==> config.mk <==
export PLATFORM = sky130hd
export DESIGN_NAME = hwag_wheel_sync
export DESIGN_NICKNAME = d
export VERILOG_FILES = /design/src/rtl/hwag_wheel_sync.sv
export SDC_FILE = /design/constraint.sdc
export NUM_CORES = 1
export LEC_CHECK = 0
export ABC_AREA = 0
export ABC_CLOCK_PERIOD_IN_PS = 5200
export BUFFER_PORTS_ARGS = -buffer_cell sky130_fd_sc_hd__buf_2
export CAP_MARGIN = 20
export CORE_ASPECT_RATIO = 0.8
export CORE_MARGIN = 3
export CORE_UTILIZATION = 55
export DETAILED_ROUTE_END_ITERATION = 10
export PLACE_DENSITY = 0.78
export SLEW_MARGIN = 20
export SYNTH_ARGS = -nofsm -noshare
export SYNTH_HDL_FRONTEND = slang
export SYNTH_SLANG_ARGS = --single-unit
==> constraint.sdc <==
create_clock -name clk -period 5.2 [get_ports clk]
set_input_delay 1.3 -clock clk [delete_from_list [all_inputs] [get_ports clk]]
set_output_delay 1.3 -clock clk [all_outputs]
set_load 0.05 [all_outputs]
==> src/rtl/hwag_wheel_sync.sv <==
// rtl/hwag_wheel_sync.sv - trigger-wheel synchroniser: tooth period capture, gap ratio test, hunt/confirm/sync tracking
module hwag_wheel_sync #(
    parameter int PCNT_WIDTH  = 24,
    parameter int TCNT_WIDTH  = 8,
    parameter int TEETH       = 60,
    parameter int MISSING     = 2,
    parameter int GAP_CONFIRM = 1
) (
    input  logic                  clk,
    input  logic                  rst,
    input  logic                  ena,
    input  logic                  edge_in,
    input  logic [PCNT_WIDTH-1:0] pmin,
    input  logic [PCNT_WIDTH-1:0] pmax,
    output logic [PCNT_WIDTH-1:0] period,
    output logic [TCNT_WIDTH-1:0] tooth_num,
    output logic                  synced,
    output logic                  gap_pulse,
    output logic                  sync_err,
    output logic                  stall,
    output logic [1:0]            state
);

    typedef enum logic [1:0] {
        ST_IDLE    = 2'd0,
        ST_HUNT    = 2'd1,
        ST_CONFIRM = 2'd2,
        ST_SYNC    = 2'd3
    } state_t;

    localparam logic [PCNT_WIDTH-1:0] PCNT_MAX   = '1;
    localparam logic [PCNT_WIDTH-1:0] PCNT_ONE   = PCNT_WIDTH'(1);
    localparam logic [TCNT_WIDTH-1:0] TOOTH_ONE  = TCNT_WIDTH'(1);
    localparam logic [TCNT_WIDTH-1:0] TOOTH_LAST = TCNT_WIDTH'(TEETH - MISSING - 1);
    localparam logic [2:0]            CFM_GOAL   = 3'(GAP_CONFIRM);

    state_t                  st, st_nxt;
    logic [PCNT_WIDTH-1:0]   pcnt, pcnt_nxt, p1, p1_nxt, p0, p0_nxt, period_nxt;
    logic [TCNT_WIDTH-1:0]   tooth_nxt;
    logic [2:0]              cfm_cnt, cfm_nxt;
    logic                    run, run_nxt, gap_pulse_nxt, sync_err_nxt;
    logic                    stall_take, p_valid, p1_valid, is_gap, gap_due;
    logic [PCNT_WIDTH:0]     gap_thresh;
    logic                    dbg_unused;

    // run marks that a reference edge has been seen, so pcnt measures a real interval
    assign stall      = (pcnt == PCNT_MAX);
    assign stall_take = stall && (st != ST_IDLE);
    assign state      = st;
    assign p_valid    = (pcnt >= pmin) && (pcnt <= pmax);
    assign p1_valid   = (p1 >= pmin) && (p1 <= pmax);
    assign gap_thresh = {1'b0, p1} + {2'b00, p1[PCNT_WIDTH-1:1]};
    assign is_gap     = p1_valid && ({1'b0, pcnt} > gap_thresh);
    assign gap_due    = (tooth_num == TOOTH_LAST);
    assign dbg_unused = ^p0;

    always_comb begin
        st_nxt        = st;
        pcnt_nxt      = pcnt;
        p1_nxt        = p1;
        p0_nxt        = p0;
        period_nxt    = period;
        tooth_nxt     = tooth_num;
        cfm_nxt       = cfm_cnt;
        run_nxt       = run;
        gap_pulse_nxt = 1'b0;
        sync_err_nxt  = 1'b0;
        if (run && (pcnt != PCNT_MAX)) begin
            pcnt_nxt = pcnt + PCNT_ONE;
        end
        if (stall_take) begin
            // edge arriving in the saturation cycle is dropped on purpose
            st_nxt       = ST_IDLE;
            run_nxt      = 1'b0;
            p1_nxt       = '0;
            p0_nxt       = '0;
            tooth_nxt    = '0;
            cfm_nxt      = '0;
            sync_err_nxt = synced;
        end else if (edge_in) begin
            pcnt_nxt   = PCNT_ONE;
            p1_nxt     = pcnt;
            p0_nxt     = p1;
            period_nxt = pcnt;
            run_nxt    = 1'b1;
            if (st == ST_IDLE) begin
                if (run && p_valid) begin
                    st_nxt = ST_HUNT;
                end
            end else if (!p_valid) begin
                sync_err_nxt = synced;
                st_nxt       = ST_IDLE;
                p1_nxt       = '0;
                tooth_nxt    = '0;
                cfm_nxt      = '0;
            end else if (st == ST_HUNT) begin
                tooth_nxt = '0;
                if (is_gap) begin
                    gap_pulse_nxt = 1'b1;
                    if (GAP_CONFIRM == 1) begin
                        st_nxt = ST_SYNC;
                    end else begin
                        st_nxt  = ST_CONFIRM;
                        cfm_nxt = 3'd1;
                    end
                end
            end else if (gap_due && is_gap) begin
                tooth_nxt     = '0;
                gap_pulse_nxt = 1'b1;
                if (st == ST_CONFIRM) begin
                    cfm_nxt = cfm_cnt + 3'd1;
                    if (cfm_cnt + 3'd1 == CFM_GOAL) begin
                        st_nxt = ST_SYNC;
                    end
                end
            end else if (gap_due || is_gap) begin
                sync_err_nxt = (st == ST_SYNC);
                st_nxt       = ST_HUNT;
                tooth_nxt    = '0;
                cfm_nxt      = '0;
            end else begin
                tooth_nxt = tooth_num + TOOTH_ONE;
            end
        end
    end

    always_ff @(posedge clk) begin
        if (rst || !ena) begin
            st        <= ST_IDLE;
            pcnt      <= '0;
            p1        <= '0;
            p0        <= '0;
            period    <= '0;
            tooth_num <= '0;
            cfm_cnt   <= '0;
            run       <= 1'b0;
            synced    <= 1'b0;
            gap_pulse <= 1'b0;
            sync_err  <= 1'b0;
        end else begin
            st        <= st_nxt;
            pcnt      <= pcnt_nxt;
            p1        <= p1_nxt;
            p0        <= p0_nxt;
            period    <= period_nxt;
            tooth_num <= tooth_nxt;
            cfm_cnt   <= cfm_nxt;
            run       <= run_nxt;
            synced    <= (st_nxt == ST_SYNC);
            gap_pulse <= gap_pulse_nxt;
            sync_err  <= sync_err_nxt;
        end
    end

endmodule
=== Word-level counts from Yosys, hierarchy flattened ===
Index checks and enable logic that the tools add are counted.

* Register bits after elaboration: 89
* Latch bits: 0
* Output and inout port bits: 38
* Memories kept: 0
* Input bits: 52
* Word-level logic and storage cells: 86
* RAM bits: 0
* Memory bits (read-only): 0

* Magnitude comparators: 5
* Multipliers: 0
* $add $sub $neg: 4
* Reduce and logical (&&, ||, !) cells: 17
* Bitwise gates (word level): 4
* Divide/modulo/power cells: 0
* Mux-type cells: 35
* Eq/ne operators: 11
* Shifts and indexed selects: 0

{| class="wikitable"
|+ Operator list
! cell !! count
|-
| 24-bit 2-to-1 mux || 5
|-
| 24-bit >= comparator || 2
|-
| 24-bit <= comparator || 2
|-
| 8-bit 2-to-1 mux || 4
|-
| 24-bit by 23-bit adder with 25-bit output || 1
|-
| 24-bit by 25-bit greater-than comparator with 1-bit output || 1
|-
| 24-bit by 1-bit adder with 24-bit output, second input constant || 1
|-
| 24-bit == test, second input constant || 1
|-
| 24-bit inequality test, second input constant || 1
|-
| 2-bit 2-to-1 mux || 11
|-
| 3-bit 2-to-1 mux || 5
|-
| 1-bit 2-to-1 mux || 10
|-
| 8-bit by 1-bit adder with 8-bit output, second input constant || 1
|-
| 8-bit by 6-bit == test with 1-bit output, second input constant || 1
|-
| 1-bit logical AND || 7
|-
| 2-bit == test, second input constant || 3
|-
| 5-bit AND reduction || 1
|-
| 5-bit OR reduction || 1
|-
| 1-bit NOT || 4
|-
| 2-bit AND reduction || 2
|-
| 3-bit by 1-bit adder with 3-bit output, second input constant || 1
|-
| 3-bit by 1-bit == test with 1-bit output, second input constant || 1
|-
| 3-bit by 1-bit inequality test with 1-bit output, second input constant || 1
|-
| 3-bit by 2-bit inequality test with 1-bit output, second input constant || 1
|-
| other kinds (7) || 8
|}

=== Logic depth before layout (Yosys ltp) ===
* Depth after elaboration: 12
* Gate-level depth with buffers: 22
* Gate-level depth less buffers: 22

=== Worst setup path after synthesis ===
Ideal clock, no wire load.

* Path type: flip-flop to flip-flop
* From: reg p1[1]
* To: reg cfm_cnt[1]
* Buffers on the path: 0
* Stages on the path, launching flop included: 22
* Library setup time: 0.117 ns
* Data arrival time: 4.717 ns
* Period minus slack after synthesis: 4.834 ns
* Slack: 0.366 ns
* Data required time: 5.083 ns
* Cell sequence: dfxtp_1 > ha_1 > fa_1 > a211oi_2 > o31ai_4 > o31ai_4 > o41ai_4 > o41ai_1 > o21a_1 > o21ai_0 > a21oi_1 > xnor2_1 > ha_1 > o21a_1 > o21ai_0 > a221oi_1 > o2111ai_1 > a311oi_1 > and4_4 > nand2_4 > a311o_1 > a32o_1

* Word-level cells in the longest chain between the ends: 7
* Elaborated cells between the ends (all ways): 14
* Those cells by class: add/sub (1); order compare (3); eq/ne (2); mux (3); reduce/logical (5)

{| class="wikitable"
|+ RTL lines
! item !! RTL line !! source
|-
| start, declared || 38 || <nowiki>logic [PCNT_WIDTH-1:0] pcnt, pcnt_nxt, p1, p1_nxt, p0, p0_nxt, period_nxt;</nowiki>
|-
| start signal, assigned || 143 || <nowiki>p1 <= p1_nxt;</nowiki>
|-
| 24-bit by 23-bit adder with 25-bit output (tied with other cells) || 52 || <nowiki>assign gap_thresh = {1'b0, p1} + {2'b00, p1[PCNT_WIDTH-1:1]};</nowiki>
|-
| 24-bit by 25-bit greater-than comparator with 1-bit output / 1-bit logical AND (equally long branches) || 53, 51 ||
|-
| 1-bit logical AND (*) || 53 || <nowiki>assign is_gap = p1_valid && ({1'b0, pcnt} > gap_thresh);</nowiki>
|-
| 1-bit logical AND || 107 || <nowiki>end else if (gap_due && is_gap) begin</nowiki>
|-
| 3-bit 2-to-1 mux || 107 ||
|-
| 3-bit 2-to-1 mux || 96 || <nowiki>end else if (st == ST_HUNT) begin</nowiki>
|-
| 3-bit 2-to-1 mux || 90 || <nowiki>end else if (!p_valid) begin</nowiki>
|-
| end signal, assigned || 147 || <nowiki>cfm_cnt <= cfm_nxt;</nowiki>
|-
| end, declared || 40 || <nowiki>logic [2:0] cfm_cnt, cfm_nxt;</nowiki>
|}

Every way passes the cells marked *; elsewhere a longest branch is shown, timed or not. The select of a mux whose other input is x is not followed.
A chain may end at the register's enable or synchronous reset.

=== Worst setup path after layout ===
* From: reg p1[0]
* To: reg cfm_cnt[1]

Same word-level chain as after synthesis.

==> results_dict.tcl <==
set metrics [dict create \
    end_kind "flip-flop" \
    grt_pass1_wl_mm 31.7 \
    synth_top_area_share_pct 25.2 \
    cts_root_buf "clkbuf_16" \
    fin_worst_skew_ns 0.00928 \
    fin_crit_sh_pct 98.8 \
    drt_wl_total_mm 20.1 \
    postLayoutCoreUtil_pct 65.4 \
    crit_chain "ha_4, fa_2, a211oi_4, o31ai_4, o31ai_4, o41ai_4, o41ai_4, o21a_1, o21ai_1, a21oi_1, xnor2_1, ha_1, o21a_1, o21ai_0, a221oi_2, o2111ai_2, a311oi_2, and4_4, nand2_8, a311o_1, a32o_1" \
    nets 1195 \
    num_io_pins 90 \
    num_antenna_cells 0 \
    fin_crit_ns 5.14 \
    internal_power_mw 1.10 \
    cts_max_level 3 \
    ctsHoldBuffers 0 \
    slowest_stage "fa_2" \
    placementRows 37 \
    clkTransAtPathRegs_ns 0.07 \
    synth_cells 893 \
    rsz0062_at_grt "yes" \
    hpwl_mm 15.1 \
    power.leakage_nw 4.09 \
    power_mw 1.47 \
    numClockSinks 89 \
    max_cap_viol_count 0 \
    wl_per_cell_um 17.1 \
    maxSlewHeadroom_pct 26.6 \
    fin_setup_tns_ns 0 \
    setup_viol 0 \
    critPathMaxFanout 8 \
    power_frac_comb_pct 8.0 \
    syn_avg_cell_area_um2 8.35 \
    ir_worst_vdd_mv 0.170 \
    hold_violations 0 \
    synth_largest_area_cell "ha_1" \
    layout_common_cells "ha_1, nand2_1, buf_2" \
    switching_share_pct 25.0 \
    final_common_cell "ha_1" \
    cp.arrival_ns 5.37 \
    crit_required_ns 5.43 \
    synth_edf_count 0 \
    die_area_um2 15000 \
    initial_core_util_pct 57.1 \
    insertion_delay_ns 0.34 \
    track_usage_pct 26.4 \
    async_flop_share_pct 0 \
    grt_max_degree 29 \
    viasPerCell 5.92 \
    clockBufferDepth 2 \
    crit_path_start_kind "flip-flop" \
    syn_nets 1096 \
    first_pass_iters 5 \
    yosysSeqAreaShare_pct 23.9 \
    max_stage_delay_ns 0.43 \
    port-buffer-count 89 \
    syn_area_um2 7450 \
    path_class "flip-flop to flip-flop" \
    max_freq_ghz 0.195 \
    die_y_um 110 \
    die_w_um 136 \
    vias 6938 \
    cts_buffers 9 \
    drive_above_1_share_pct 15.6 \
    power_switching_uw 367 \
    ys.warnings.count 0 \
    antenna_left 0 \
    min_path_type "flip-flop to flip-flop" \
    synth_area_leaders "ha_1, dfxtp_1, a21oi_1" \
    antenna_found_initial 0 \
    slew_violations 0 \
    area_delta_synth_final_pct 14.6 \
    overflow 0 \
    synth.distinct_cells 77 \
    cts_tree "built" \
    worst_slew_pin_slew_ns 1.09 \
    power_per_cell_area_nw_per_um2 172 \
    drtIter0Drc 627 \
    ys.flop_type "dfxtp_1" \
    grt_pass1_vias 6216 \
    place.gp.congestion 0.937 \
    clkPwrFrac_pct 45.5 \
    pwr-share-seq_pct 46.5 \
    remaining_drc_errors 0 \
    synth-seq-cells 89 \
    core-area_um2 13100 \
    status "complete, no violations" \
]
[critical path, delay by kind of cell (launching register included)]
family                     cells  cell delay [ns]
xor gates and xnor gates       1             0.10
adders and majority gates      3             0.92
AOI/OAI and AO/OA             15             3.25
and+or+nand+nor                2             0.40
DFF                            1             0.36
[repair_timing]
action	CTS	global route
endpoints found under the setup margin	6	15
gates resized for setup	1	18
pin swaps	0	23
buffers inserted	0	5
[routing by layer]
metal | track usage, % | share of wire [%] | vias to the layer above
met5 | 0 | 0 | -
met4 | 8.20 | 2.3 | 0
met3 | 4.08 | 6.8 | 44
met2 | 40.5 | 42 | 224
met1 | 38.3 | 49 | 3208
li1 | - | - | 3462
[sequential cells by signal, indices dropped and copies added, names as in the netlist]
name / cells
cfm_cnt: 3
gap_pulse: 1
p1: 24
pcnt: 24
period: 24
run: 1
state: 2
sync_err: 1
synced: 1
tooth_num: 8
[metrics by stage]
step           cells  hold WS (ns)  setup WS, ns  area, um2
2_1_floorplan    893         0.472         0.366       7450
3_3_place_gp    1151         0.443        0.0794       8120
3_5_place_dp    1151         0.444       -0.0736       8120
4_1_cts         1167         0.453        0.0375       8430
5_1_grt         1172         0.475        -0.136       8540
6_report        1172         0.453        0.0643       8540
[final timing paths]
kind | start | cells after the start | to | slack (ns)
setup / recovery | p1[0]$_SDFFE_PP0P_ | 21 | cfm_cnt[1]$_SDFFE_PP0P_ | 0.06
hold reg to reg | period[16]$_SDFFE_PP0P_ | 2 | period[16]$_SDFFE_PP0P_ | 0.45
hold / removal | period[16]$_SDFFE_PP0P_ | 2 | period[16]$_SDFFE_PP0P_ | 0.45
setup reg to reg | p1[0]$_SDFFE_PP0P_ | 21 | cfm_cnt[1]$_SDFFE_PP0P_ | 0.06
[synth_stat cells (3+ instances only)]
library cell / count
a2111oi_0: 4
a211o_1: 4
a211oi_1: 4
a21o_1: 14
a21oi_1: 83
a22o_1: 24
and2_1: 4
and3_1: 3
and4_1: 4
buf_2: 5
clkbuf_1: 10
dfxtp_1: 89
ha_1: 150
inv_1: 68
nand2_1: 99
nand2b_1: 10
nand3_1: 31
nand4_1: 25
nor2_1: 63
nor2b_1: 3
nor3_1: 14
nor4_1: 6
o211ai_1: 8
o21a_1: 9
o21ai_0: 42
o21bai_1: 6
or3_1: 4
xnor2_1: 20
xor2_1: 28
[logic make-up (layout without fill, tap and decap cells)]
group | after synthesis | after routing | share of synthesized area [%]
xor gates and xnor gates | 48 | 48 | 5.64
AOI/OAI and AO/OA | 233 | 233 | 21.2
and+or+nand+nor | 286 | 286 | 19.2
muxes | 1 | 1 | 0.134
DFF | 89 | 89 | 23.9
adders and majority gates | 151 | 151 | 25.4
buffers and inverters | 85 | 189 | 4.51
[final cells by class]
cell class,count,area (um2)
multi-input cells,719,5410
fillers,1130,4510
flip-flops and latches,89,1790
repair buffers,105,566
inverters,68,255
clock buffers,9,225
well taps,175,219
clock inverters,7,76.3
[power groups by stage]
stage	registers (mW)	clock network, mW	logic, mW
after floorplan	0.699	0	0.0729
after global placement	0.699	0	0.112
after detailed placement	0.699	0	0.114
after CTS	0.684	0.668	0.115
after global routing	0.683	0.701	0.133
final	0.683	0.669	0.117
(Power assumes the default switching activity.)
